--- src/rtl/interp_rate_scheduler.sv ---
// Stereo linear-interpolation sequencer: measures the input sample period, generates the output tick,
// derives c0/c1 and time-shares one external multiplier across L/R x two taps.
module interp_rate_scheduler #(
  parameter int OUT_DIV  = 512,
  parameter int MULT_LAT = 3
) (
  input  logic                clk,
  input  logic                reset_n,
  input  logic                run,
  input  logic                din_en,
  input  logic signed [23:0]  l_data_in,
  input  logic signed [23:0]  r_data_in,
  output logic signed [23:0]  mult_a,
  output logic        [10:0]  mult_b,
  output logic                mult_ce,
  input  logic signed [34:0]  mult_p,
  output logic                dout_valid,
  output logic signed [35:0]  l_data_out,
  output logic signed [35:0]  r_data_out,
  output logic        [10:0]  coef_max,
  output logic                overrun_err
);

  localparam int DATA_W = 24;
  localparam int COEF_W = 11;
  localparam int PROD_W = DATA_W + COEF_W;
  localparam int ACC_W  = PROD_W + 1;
  localparam int TICK_W = (OUT_DIV > 1) ? $clog2(OUT_DIV) : 1;
  localparam logic [TICK_W-1:0] TICK_LAST = TICK_W'(OUT_DIV - 1);
  localparam logic [3:0]        LAT_C     = 4'(MULT_LAT);
  localparam logic [3:0]        SEQ_LAST  = 4'(MULT_LAT + 3);
  localparam logic [COEF_W-1:0] CNT_MAX   = '1;

  typedef enum logic [2:0] {IDLE, CAPTURE, ISSUE, DRAIN, OUT} state_t;

  function automatic logic [1:0] norm_shift(input logic [COEF_W-1:0] p);
    if (p < COEF_W'(384)) return 2'd2;
    if (p < COEF_W'(768)) return 2'd1;
    return 2'd0;
  endfunction

  function automatic logic signed [ACC_W-1:0] sext_prod(input logic signed [PROD_W-1:0] p);
    return {p[PROD_W-1], p};
  endfunction

  state_t                    state;
  logic [COEF_W-1:0]         per_cnt, period, phase;
  logic [TICK_W-1:0]         tick_cnt;
  logic                      din_seen, primed, tick;
  logic [3:0]                seq_cnt;
  logic signed [DATA_W-1:0]  x0_l, x1_l, x0_r, x1_r;
  logic signed [DATA_W-1:0]  x0_r_p1, x1_l_p1, x1_r_p1;
  logic [COEF_W-1:0]         c0_p1, c1_p1, max_p1;
  logic signed [ACC_W-1:0]   acc_l_p2, acc_r_p2, acc_l_nxt, acc_r_nxt;
  logic [1:0]                shift;
  logic [COEF_W-1:0]         max_n, ph_n, c0, c1;
  logic                      prod_vld, prod_is_r;

  always_comb begin
    tick  = run && (tick_cnt == TICK_LAST);
    shift = norm_shift(period);
    max_n = period << shift;
    ph_n  = phase << shift;
    if (phase >= period) begin
      c0 = max_n;
      c1 = '0;
    end else begin
      c0 = ph_n;
      c1 = max_n - ph_n;
    end
    // Product k lands MULT_LAT cycles after ISSUE slot k; even k is left, odd k is right.
    prod_vld  = ((state == ISSUE) || (state == DRAIN)) && (seq_cnt >= LAT_C) && (seq_cnt <= SEQ_LAST);
    prod_is_r = seq_cnt[0] ^ LAT_C[0];
    acc_l_nxt = acc_l_p2;
    acc_r_nxt = acc_r_p2;
    if (prod_vld) begin
      if (prod_is_r) acc_r_nxt = acc_r_p2 + sext_prod(mult_p);
      else           acc_l_nxt = acc_l_p2 + sext_prod(mult_p);
    end
  end

  // Stage p0: input history; p1: operand snapshot at CAPTURE; p2: per-channel accumulators
  always_ff @(posedge clk) begin
    if (run && din_en) begin
      x1_l <= x0_l;
      x0_l <= l_data_in;
      x1_r <= x0_r;
      x0_r <= r_data_in;
    end
    if (state == CAPTURE) begin
      x0_r_p1  <= x0_r;
      x1_l_p1  <= x1_l;
      x1_r_p1  <= x1_r;
      c0_p1    <= c0;
      c1_p1    <= c1;
      max_p1   <= max_n;
      acc_l_p2 <= '0;
      acc_r_p2 <= '0;
    end else begin
      acc_l_p2 <= acc_l_nxt;
      acc_r_p2 <= acc_r_nxt;
    end
  end

  always_ff @(posedge clk) begin
    if (!reset_n) begin
      state       <= IDLE;
      per_cnt     <= '0;
      period      <= '0;
      phase       <= '0;
      tick_cnt    <= '0;
      din_seen    <= 1'b0;
      primed      <= 1'b0;
      seq_cnt     <= '0;
      mult_a      <= '0;
      mult_b      <= '0;
      mult_ce     <= 1'b0;
      dout_valid  <= 1'b0;
      l_data_out  <= '0;
      r_data_out  <= '0;
      coef_max    <= '0;
      overrun_err <= 1'b0;
    end else if (!run) begin
      state      <= IDLE;
      per_cnt    <= '0;
      tick_cnt   <= '0;
      din_seen   <= 1'b0;
      primed     <= 1'b0;
      seq_cnt    <= '0;
      mult_ce    <= 1'b0;
      dout_valid <= 1'b0;
    end else begin
      if (din_en) begin
        per_cnt  <= '0;
        period   <= per_cnt;
        din_seen <= 1'b1;
        primed   <= primed | din_seen;
      end else if (per_cnt != CNT_MAX) begin
        per_cnt <= per_cnt + 1'b1;
      end
      tick_cnt <= tick ? '0 : tick_cnt + 1'b1;
      if (tick) phase <= per_cnt;
      if (tick && (state != IDLE)) overrun_err <= 1'b1;

      case (state)
        IDLE: if (tick && primed) state <= CAPTURE;
        CAPTURE: begin
          state   <= ISSUE;
          seq_cnt <= '0;
          mult_a  <= x0_l;
          mult_b  <= c0;
          mult_ce <= 1'b1;
        end
        ISSUE: begin
          seq_cnt <= seq_cnt + 1'b1;
          case (seq_cnt[1:0])
            2'd0: begin mult_a <= x0_r_p1; mult_b <= c0_p1; end
            2'd1: begin mult_a <= x1_l_p1; mult_b <= c1_p1; end
            2'd2: begin mult_a <= x1_r_p1; mult_b <= c1_p1; end
            default: state <= DRAIN;
          endcase
        end
        DRAIN: begin
          seq_cnt <= seq_cnt + 1'b1;
          if (seq_cnt == SEQ_LAST) begin
            state      <= OUT;
            mult_ce    <= 1'b0;
            dout_valid <= 1'b1;
            l_data_out <= acc_l_nxt;
            r_data_out <= acc_r_nxt;
            coef_max   <= max_p1;
          end
        end
        OUT: begin
          dout_valid <= 1'b0;
          state      <= IDLE;
        end
        default: state <= IDLE;
      endcase
    end
  end

endmodule

--- config.mk ---
export PLATFORM = sky130hd
export DESIGN_NAME = interp_rate_scheduler
export DESIGN_NICKNAME = d
export VERILOG_FILES = /design/src/rtl/interp_rate_scheduler.sv
export SDC_FILE = /design/constraint.sdc
export NUM_CORES = 1
export LEC_CHECK = 0
export BUFFER_PORTS_ARGS = -buffer_cell sky130_fd_sc_hd__buf_4
export CAP_MARGIN = 20
export CORE_UTILIZATION = 45
export DETAILED_ROUTE_END_ITERATION = 7
export SLEW_MARGIN = 20
export SYNTH_ARGS = -nofsm -noshare
export SYNTH_HDL_FRONTEND = slang
export SYNTH_SLANG_ARGS = --single-unit
export TNS_END_PERCENT = 5
--- constraint.sdc ---
create_clock -name clk -period 6.3 [get_ports clk]
set_clock_uncertainty 0.15 [all_clocks]
set_input_delay 1.26 -clock clk [delete_from_list [all_inputs] [get_ports clk]]
set_output_delay 1.26 -clock clk [all_outputs]
set_load 0.05 [all_outputs]
## After elaboration in Yosys (flattened, before gate mapping)

Index checks and enable logic that the tools add are counted.

- Register bits: 445
- Input bits: 87

- Equal/unequal tests: 14
- Reduce and logical (&&, ||, !) cells: 29
- $lt $le $gt $ge: 5
- Multiplexer cells: 25
- Bitwise operators: 3
- Add/sub/neg operators: 6
- Shifts and indexed selects: 2

Operators by type and width:

| operator | count |
|---|---|
| 2-to-1 mux 36 bit | 4 |
| adder 36 x 35 -> 36 bit | 2 |
| one-hot mux 24 bit (3 select lines) | 1 |
| one-hot mux 24 bit (2 select lines) | 1 |
| one-hot mux 11 bit (2 select lines) | 2 |
| << shifter 11 x 2 -> 11 bit | 2 |
| one-hot mux 3 bit (4 select lines) | 1 |
| AND reduction 2 bit | 6 |
| AND reduction 3 bit | 4 |
| adder 11 x 1 -> 11 bit (second input constant) | 1 |
| >= comparator 11 bit | 1 |
| less-than comparator 11 x 10 -> 1 bit (second input constant) | 1 |
| less-than comparator 11 x 9 -> 1 bit (second input constant) | 1 |
| 2-to-1 mux 11 bit | 1 |
| inequality test 11 bit (second input constant) | 1 |
| subtractor 11 bit | 1 |
| adder 9 x 1 -> 9 bit (second input constant) | 1 |
| equality test 9 bit (second input constant) | 1 |
| 2-to-1 mux 3 bit | 3 |
| OR reduction 3 bit | 3 |
| 2-to-1 mux 2 bit | 4 |
| one-hot mux 4 bit (2 select lines) | 1 |
| nonzero test 2 bit | 4 |
| equality test 3 x 2 -> 1 bit (second input constant) | 2 |
| 22 further kinds | 35 |

## Longest topological paths before layout

- Depth in word-level cells: 8
- Depth in mapped cells: 17
- Gate-level depth less buffers: 14

## Worst setup path after synthesis

Ideal clock, no wire load.

- Path type: input to register
- Start: input run
- End: register x0_l[0] (enable)
- Stages on the path: 3
- Slack: 1.438 ns
- Required time: 5.652 ns
- Arrival time: 4.213 ns
- Setup time: 0.498 ns
- Cells stage by stage: nand2_1 inv_1 clkbuf_1

- Cells in the longest elaborated chain, start to end: 1

Ends and longest elaborated chain:

| what | line | text |
|---|---|---|
| start: declaration | 9 | `input logic run,` |
| logical AND 1 bit | 84 | `if (run && din_en) begin` |
| end signal: assignment | 86 | `x0_l <= l_data_in;` |
| end: declaration | 51 | `logic signed [DATA_W-1:0] x0_l, x1_l, x0_r, x1_r;` |

Every way passes these cells.
A chain may end at the register's enable or synchronous reset.

## Worst setup path in the final report

- Start: register period[8]
- End: register c1_p1[10] (data pin)

- Cells in the longest elaborated chain, start to end: 7
- Elaborated cells between the ends (all ways): 12
- Those cells by class: add/sub: 1; order compare: 3; shift: 2; mux: 6

Ends and longest elaborated chain:

| what | line | text |
|---|---|---|
| start: declaration | 47 | `logic [COEF_W-1:0] per_cnt, period, phase;` |
| start signal: assignment | 135 | `period <= per_cnt;` |
| less-than comparator 11 x 10 -> 1 bit | 38 | `if (p < COEF_W'(768)) return 2'd1;` |
| 2-to-1 mux 1 bit (2 in a row) | 38 |  |
| 2-to-1 mux 2 bit | 39 | `return 2'd0;` |
| 2-to-1 mux 2 bit | 38 |  |
| << shifter 11 x 2 -> 11 bit (*) | 62 | `max_n = period << shift;` |
| named net max_n[1] | 56 | `logic [COEF_W-1:0] max_n, ph_n, c0, c1;` |
| subtractor 11 bit (*) | 69 | `c1 = max_n - ph_n;` |
| end signal: assignment | 95 | `c1_p1 <= c1;` |
| end: declaration | 53 | `logic [COEF_W-1:0] c0_p1, c1_p1, max_p1;` |

The timed path passes the listed nets; every way through them passes the cells marked *. The select of a mux whose other input is x is not followed.

==> run_summary.xml <==
<?xml version="1.0" encoding="UTF-8"?>
<metrics>
  <group name="global_route">
    <metric name="global_route.usage.met2" unit="">0.3666</metric>
    <metric name="global_route.overflow_total" unit="">0</metric>
    <metric name="global_route.usage.total" unit="">0.2166</metric>
    <metric name="busiest_layer" unit="">met2</metric>
    <metric name="groute.layer.met1.usage" unit="">0.2920</metric>
    <metric name="maximum_number_of_pins_on_one_net_before_global_route_repair" unit="">181</metric>
    <metric name="grt.met3_usage" unit="">0.02781</metric>
    <metric name="number_of_global_route_vias_before_repair" unit="">14853</metric>
    <metric name="antenna_found_initial" unit="">0</metric>
    <metric name="grt_first_pass_wirelength" unit="um">81030</metric>
  </group>
  <group name="clock_network">
    <metric name="cts.clk_slew.worst_paths" unit="ps">60</metric>
    <metric name="post_cts_hold_buffer_count" unit="">0</metric>
    <metric name="worstSkewPairLatency" unit="ps">600</metric>
    <metric name="postCtsSetupRepairBufs" unit="">0</metric>
    <metric name="htree_levels" unit="">2</metric>
    <metric name="cts.repair.resized" unit="">0</metric>
    <metric name="clk_path_buf_depth" unit="">3</metric>
    <metric name="clkSinkCount" unit="">445</metric>
    <metric name="tritoncts" unit="">yes</metric>
    <metric name="clock_buffers_created_by_tritoncts" unit="">48</metric>
    <metric name="cts.root.buffer_cell" unit="">clkbuf_16</metric>
  </group>
  <group name="route">
    <metric name="post_detailed_route_drc_marker_count" unit="">0</metric>
    <metric name="detail_route.iter0.violations" unit="">1008</metric>
    <metric name="antenna_violating_nets_post_route" unit="">0</metric>
    <metric name="route.vias.total" unit="">15588</metric>
    <metric name="drt_pass1_iterations" unit="">5</metric>
    <metric name="routed_via_density" unit="">5.471</metric>
    <metric name="wire_per_inst" unit="um">18.04</metric>
    <metric name="wl" unit="um">51410</metric>
  </group>
  <group name="sta">
    <metric name="final_hold_viol_count" unit="">0</metric>
    <metric name="maxSlewHeadroom" unit="">0.2875</metric>
    <metric name="finalCriticalPeriod" unit="ps">4249</metric>
    <metric name="fin_crit_sh" unit="">0.6744</metric>
    <metric name="setup_tns" unit="ps">0</metric>
    <metric name="rsz0062_at_grt" unit="">false</metric>
    <metric name="finalWorstSetupSlack" unit="ps">2051</metric>
    <metric name="fin_hold_ws" unit="ps">261.1</metric>
    <metric name="tightestPinTransition" unit="ps">1065</metric>
    <metric name="max_clock_freq" unit="MHz">235.4</metric>
    <metric name="maxSlewViolCount" unit="">0</metric>
    <metric name="number_of_setup_violations_in_the_final_report" unit="">0</metric>
  </group>
  <group name="critical_path">
    <metric name="critical_path.reg2reg.startpoint" unit="">period[8]$_SDFFE_PN0P_</metric>
    <metric name="cpPeakStageDelay" unit="ps">950</metric>
    <metric name="cp_data_required_time" unit="ps">6470</metric>
    <metric name="setup.worst_path.end_class" unit="">flop</metric>
    <metric name="cpMaxStageDelayCell" unit="">a211oi_4</metric>
    <metric name="path_max_fanout" unit="">30</metric>
    <metric name="rrSetupSlack" unit="ps">2050</metric>
    <metric name="critPathKind" unit="">flop to flop</metric>
    <metric name="path_cells" unit="">a211oi_4, a21oi_1, fa_1, a21o_1, maj3_1, a21oi_4, o221ai_2, a21o_1, a21oi_2, xnor2_1, nor2_1</metric>
    <metric name="path_depth" unit="">11</metric>
    <metric name="timing.critical_path.from_type" unit="">flop</metric>
    <metric name="worst_r2r_endpoint" unit="">c1_p1[10]$_SDFFCE_PP0P_</metric>
    <metric name="r2r_cells" unit="">11</metric>
    <metric name="critical_path.top_delay_family" unit="">compound AO/OA/AOI/OAI gates</metric>
    <metric name="timing.critical_path.to" unit="">c1_p1[10]$_SDFFCE_PP0P_</metric>
    <metric name="cp.arrival" unit="ps">4420</metric>
    <metric name="worstSetupStartpoint" unit="">period[8]$_SDFFE_PN0P_</metric>
    <metric name="critical_path.most_common_cell" unit="">a21o_1</metric>
    <metric name="path_buf_inv" unit="">0</metric>
  </group>
  <group name="synth">
    <metric name="synth_area_per_cell" unit="sq um">10.09</metric>
    <metric name="yosysTopAreaCellShare" unit="">0.2904</metric>
    <metric name="netlist_instances" unit="">2060</metric>
    <metric name="mappedNetlistNets" unit="">2244</metric>
    <metric name="synth.top_cells.by_area" unit="">edfxtp_1, dfxtp_1, ha_1, a21oi_1, nor2_1</metric>
    <metric name="synthesis.yosys.warnings" unit="">0</metric>
    <metric name="synth_async_sr_flop_share" unit="">0</metric>
    <metric name="postSynthRegisterBits" unit="">445</metric>
    <metric name="number_of_unique_standard_cell_types_used_by_synthesis" unit="">75</metric>
    <metric name="synthFlopType" unit="">dfxtp_1</metric>
    <metric name="synth_sequential_area_ratio" unit="">0.5253</metric>
    <metric name="synth-edff-count" unit="">201</metric>
    <metric name="synth_top_area_cell" unit="">edfxtp_1</metric>
    <metric name="post_synth_instance_area" unit="sq um">20790</metric>
  </group>
  <group name="floorplan">
    <metric name="chipWidth" unit="um">216.9</metric>
    <metric name="core_box_area" unit="sq um">45480</metric>
    <metric name="fp.dieH" unit="um">216.9</metric>
    <metric name="row_count" unit="">78</metric>
    <metric name="io-pin-count" unit="">208</metric>
    <metric name="die_area" unit="sq um">47060</metric>
    <metric name="start_util" unit="">0.4571</metric>
  </group>
  <group name="pwr">
    <metric name="p_leak" unit="nW">9.745</metric>
    <metric name="power_density" unit="nW/um^2">263.7</metric>
    <metric name="net_sw_power" unit="mW">1.516</metric>
    <metric name="seq_power_share" unit="">0.483</metric>
    <metric name="comb_power_share" unit="">0.082</metric>
    <metric name="cell_internal_pwr" unit="mW">4.912</metric>
    <metric name="vdd_ir_drop_max" unit="mV">0.2324</metric>
    <metric name="power.share.clock" unit="">0.435</metric>
    <metric name="sw_frac_of_total" unit="">0.2359</metric>
  </group>
  <group name="run_status">
    <metric name="status" unit="">completed</metric>
  </group>
  <group name="job">
    <metric name="drv_cap" unit="">0</metric>
  </group>
  <group name="placed_design">
    <metric name="port_buffers" unit="">207</metric>
    <metric name="place_hpwl" unit="um">35250</metric>
    <metric name="gp_congestion" unit="">0.8763</metric>
    <metric name="dp_worst_setup_slack" unit="ps">1755</metric>
  </group>
  <group name="finish">
    <metric name="final_net_count" unit="">2394</metric>
    <metric name="area_growth_syn_to_layout" unit="%">17.29</metric>
    <metric name="drive_above_1_share" unit="">0.1467</metric>
    <metric name="num_antenna_cells" unit="">0</metric>
  </group>
  <group name="min_path">
    <metric name="hold_path.class" unit="">flop to flop</metric>
  </group>
</metrics>
==> cell usage after synthesis (all sizes together) (27+ instances only) <==
library cell	instances
a22oi	27
a21o	61
mux2i	53
xor2	33
edfxtp	201
o211a	37
nand2	222
inv	49
a211oi	60
o21ai	99
xnor2	46
ha	94
a21boi	42
clkbuf	109
a21oi	186
dfxtp	244
nor2	229
==> how the worst min path moves through the flow <==
stage	endpoint	from	depth (start not counted)	slack (ps)
after floorplan	x1_l_p1[0]$_DFFE_PP_	x1_l[0]$_DFFE_PP_	0	250
after global placement	x1_l_p1[0]$_DFFE_PP_	x1_l[0]$_DFFE_PP_	0	250
after detailed placement	x1_l_p1[0]$_DFFE_PP_	x1_l[0]$_DFFE_PP_	0	250
after CTS	x1_r_p1[20]$_DFFE_PP_	x1_r[20]$_DFFE_PP_	0	260
after global routing	x1_r_p1[20]$_DFFE_PP_	x1_r[20]$_DFFE_PP_	0	270
final	x1_l_p1[20]$_DFFE_PP_	x1_l[20]$_DFFE_PP_	0	260
==> routing by layer <==
metal,share of wire,vias up
met5,0,-
met4,0.019,0
met3,0.039,69
met2,0.48,318
met1,0.47,7443
li1,-,7758
==> per-stage QoR <==
step / area, sq um / std cells / total power [mW] / util
final: 24380 / 2849 / 6.429 / 0.5361
after global routing: 24380 / 2849 / 6.673 / 0.5361
after CTS: 24380 / 2849 / 6.499 / 0.5361
after detailed placement: 22790 / 2760 / 3.687 / 0.5010
after global placement: 22760 / 2759 / 3.679 / 0.5004
after floorplan: 20790 / 2060 / 3.535 / -
==> state kept, by name, indices dropped and copies added, names as in the netlist, 24 cells and up <==
name / flops
x0_r: 24
x1_l_p1: 24
x1_r_p1: 24
mult_a: 24
acc_l_p2: 36
x1_l: 24
acc_r_p2: 36
x0_r_p1: 24
x1_r: 24
x0_l: 24
r_data_out: 36
l_data_out: 36
==> power by group through the flow <==
stage,registers (mW),logic (mW),clock network (mW)
floorplan,3.16,0.375,0
global placement,3.17,0.514,0
detailed placement,3.17,0.519,0
CTS,3.11,0.521,2.87
global route,3.11,0.582,2.98
finish,3.11,0.524,2.80
==> cell type report <==
type | count | area, sq um
fillers | 4152 | 21100
flip-flops and latches | 445 | 10920
multi-input cells | 1445 | 9225
repair buffers | 221 | 1704
clock buffers | 69 | 1371
well taps | 600 | 750.7
clock inverters | 20 | 222.7
inverters | 49 | 186.4
==> logic make-up (layout without fill, tap and decap cells) <==
| family | after synthesis | after routing | synth area share |
|---|---|---|---|
| AO/OA/AOI/OAI | 610 | 610 | 0.1951 |
| XOR/XNOR | 79 | 79 | 0.03329 |
| adder cells (fa/ha/maj) | 100 | 100 | 0.06091 |
| buffers and inverters | 170 | 359 | 0.03274 |
| flip-flops | 445 | 445 | 0.5253 |
| multiplexers | 58 | 58 | 0.02823 |
| AND/OR/NAND/NOR | 598 | 598 | 0.1244 |
==> placed cells by master, fill, tap and decap left out, drive strengths merged, types with 42 or more instances in the layout <==
master / instances
clkbuf: 69
a21o: 61
a21boi: 42
mux2i: 53
xnor2: 46
inv: 50
ha: 94
dfxtp: 244
nor2: 229
a21oi: 186
edfxtp: 201
buf: 221
nand2: 222
a211oi: 60
o21ai: 99
Power figures use the tool's default switching activity.
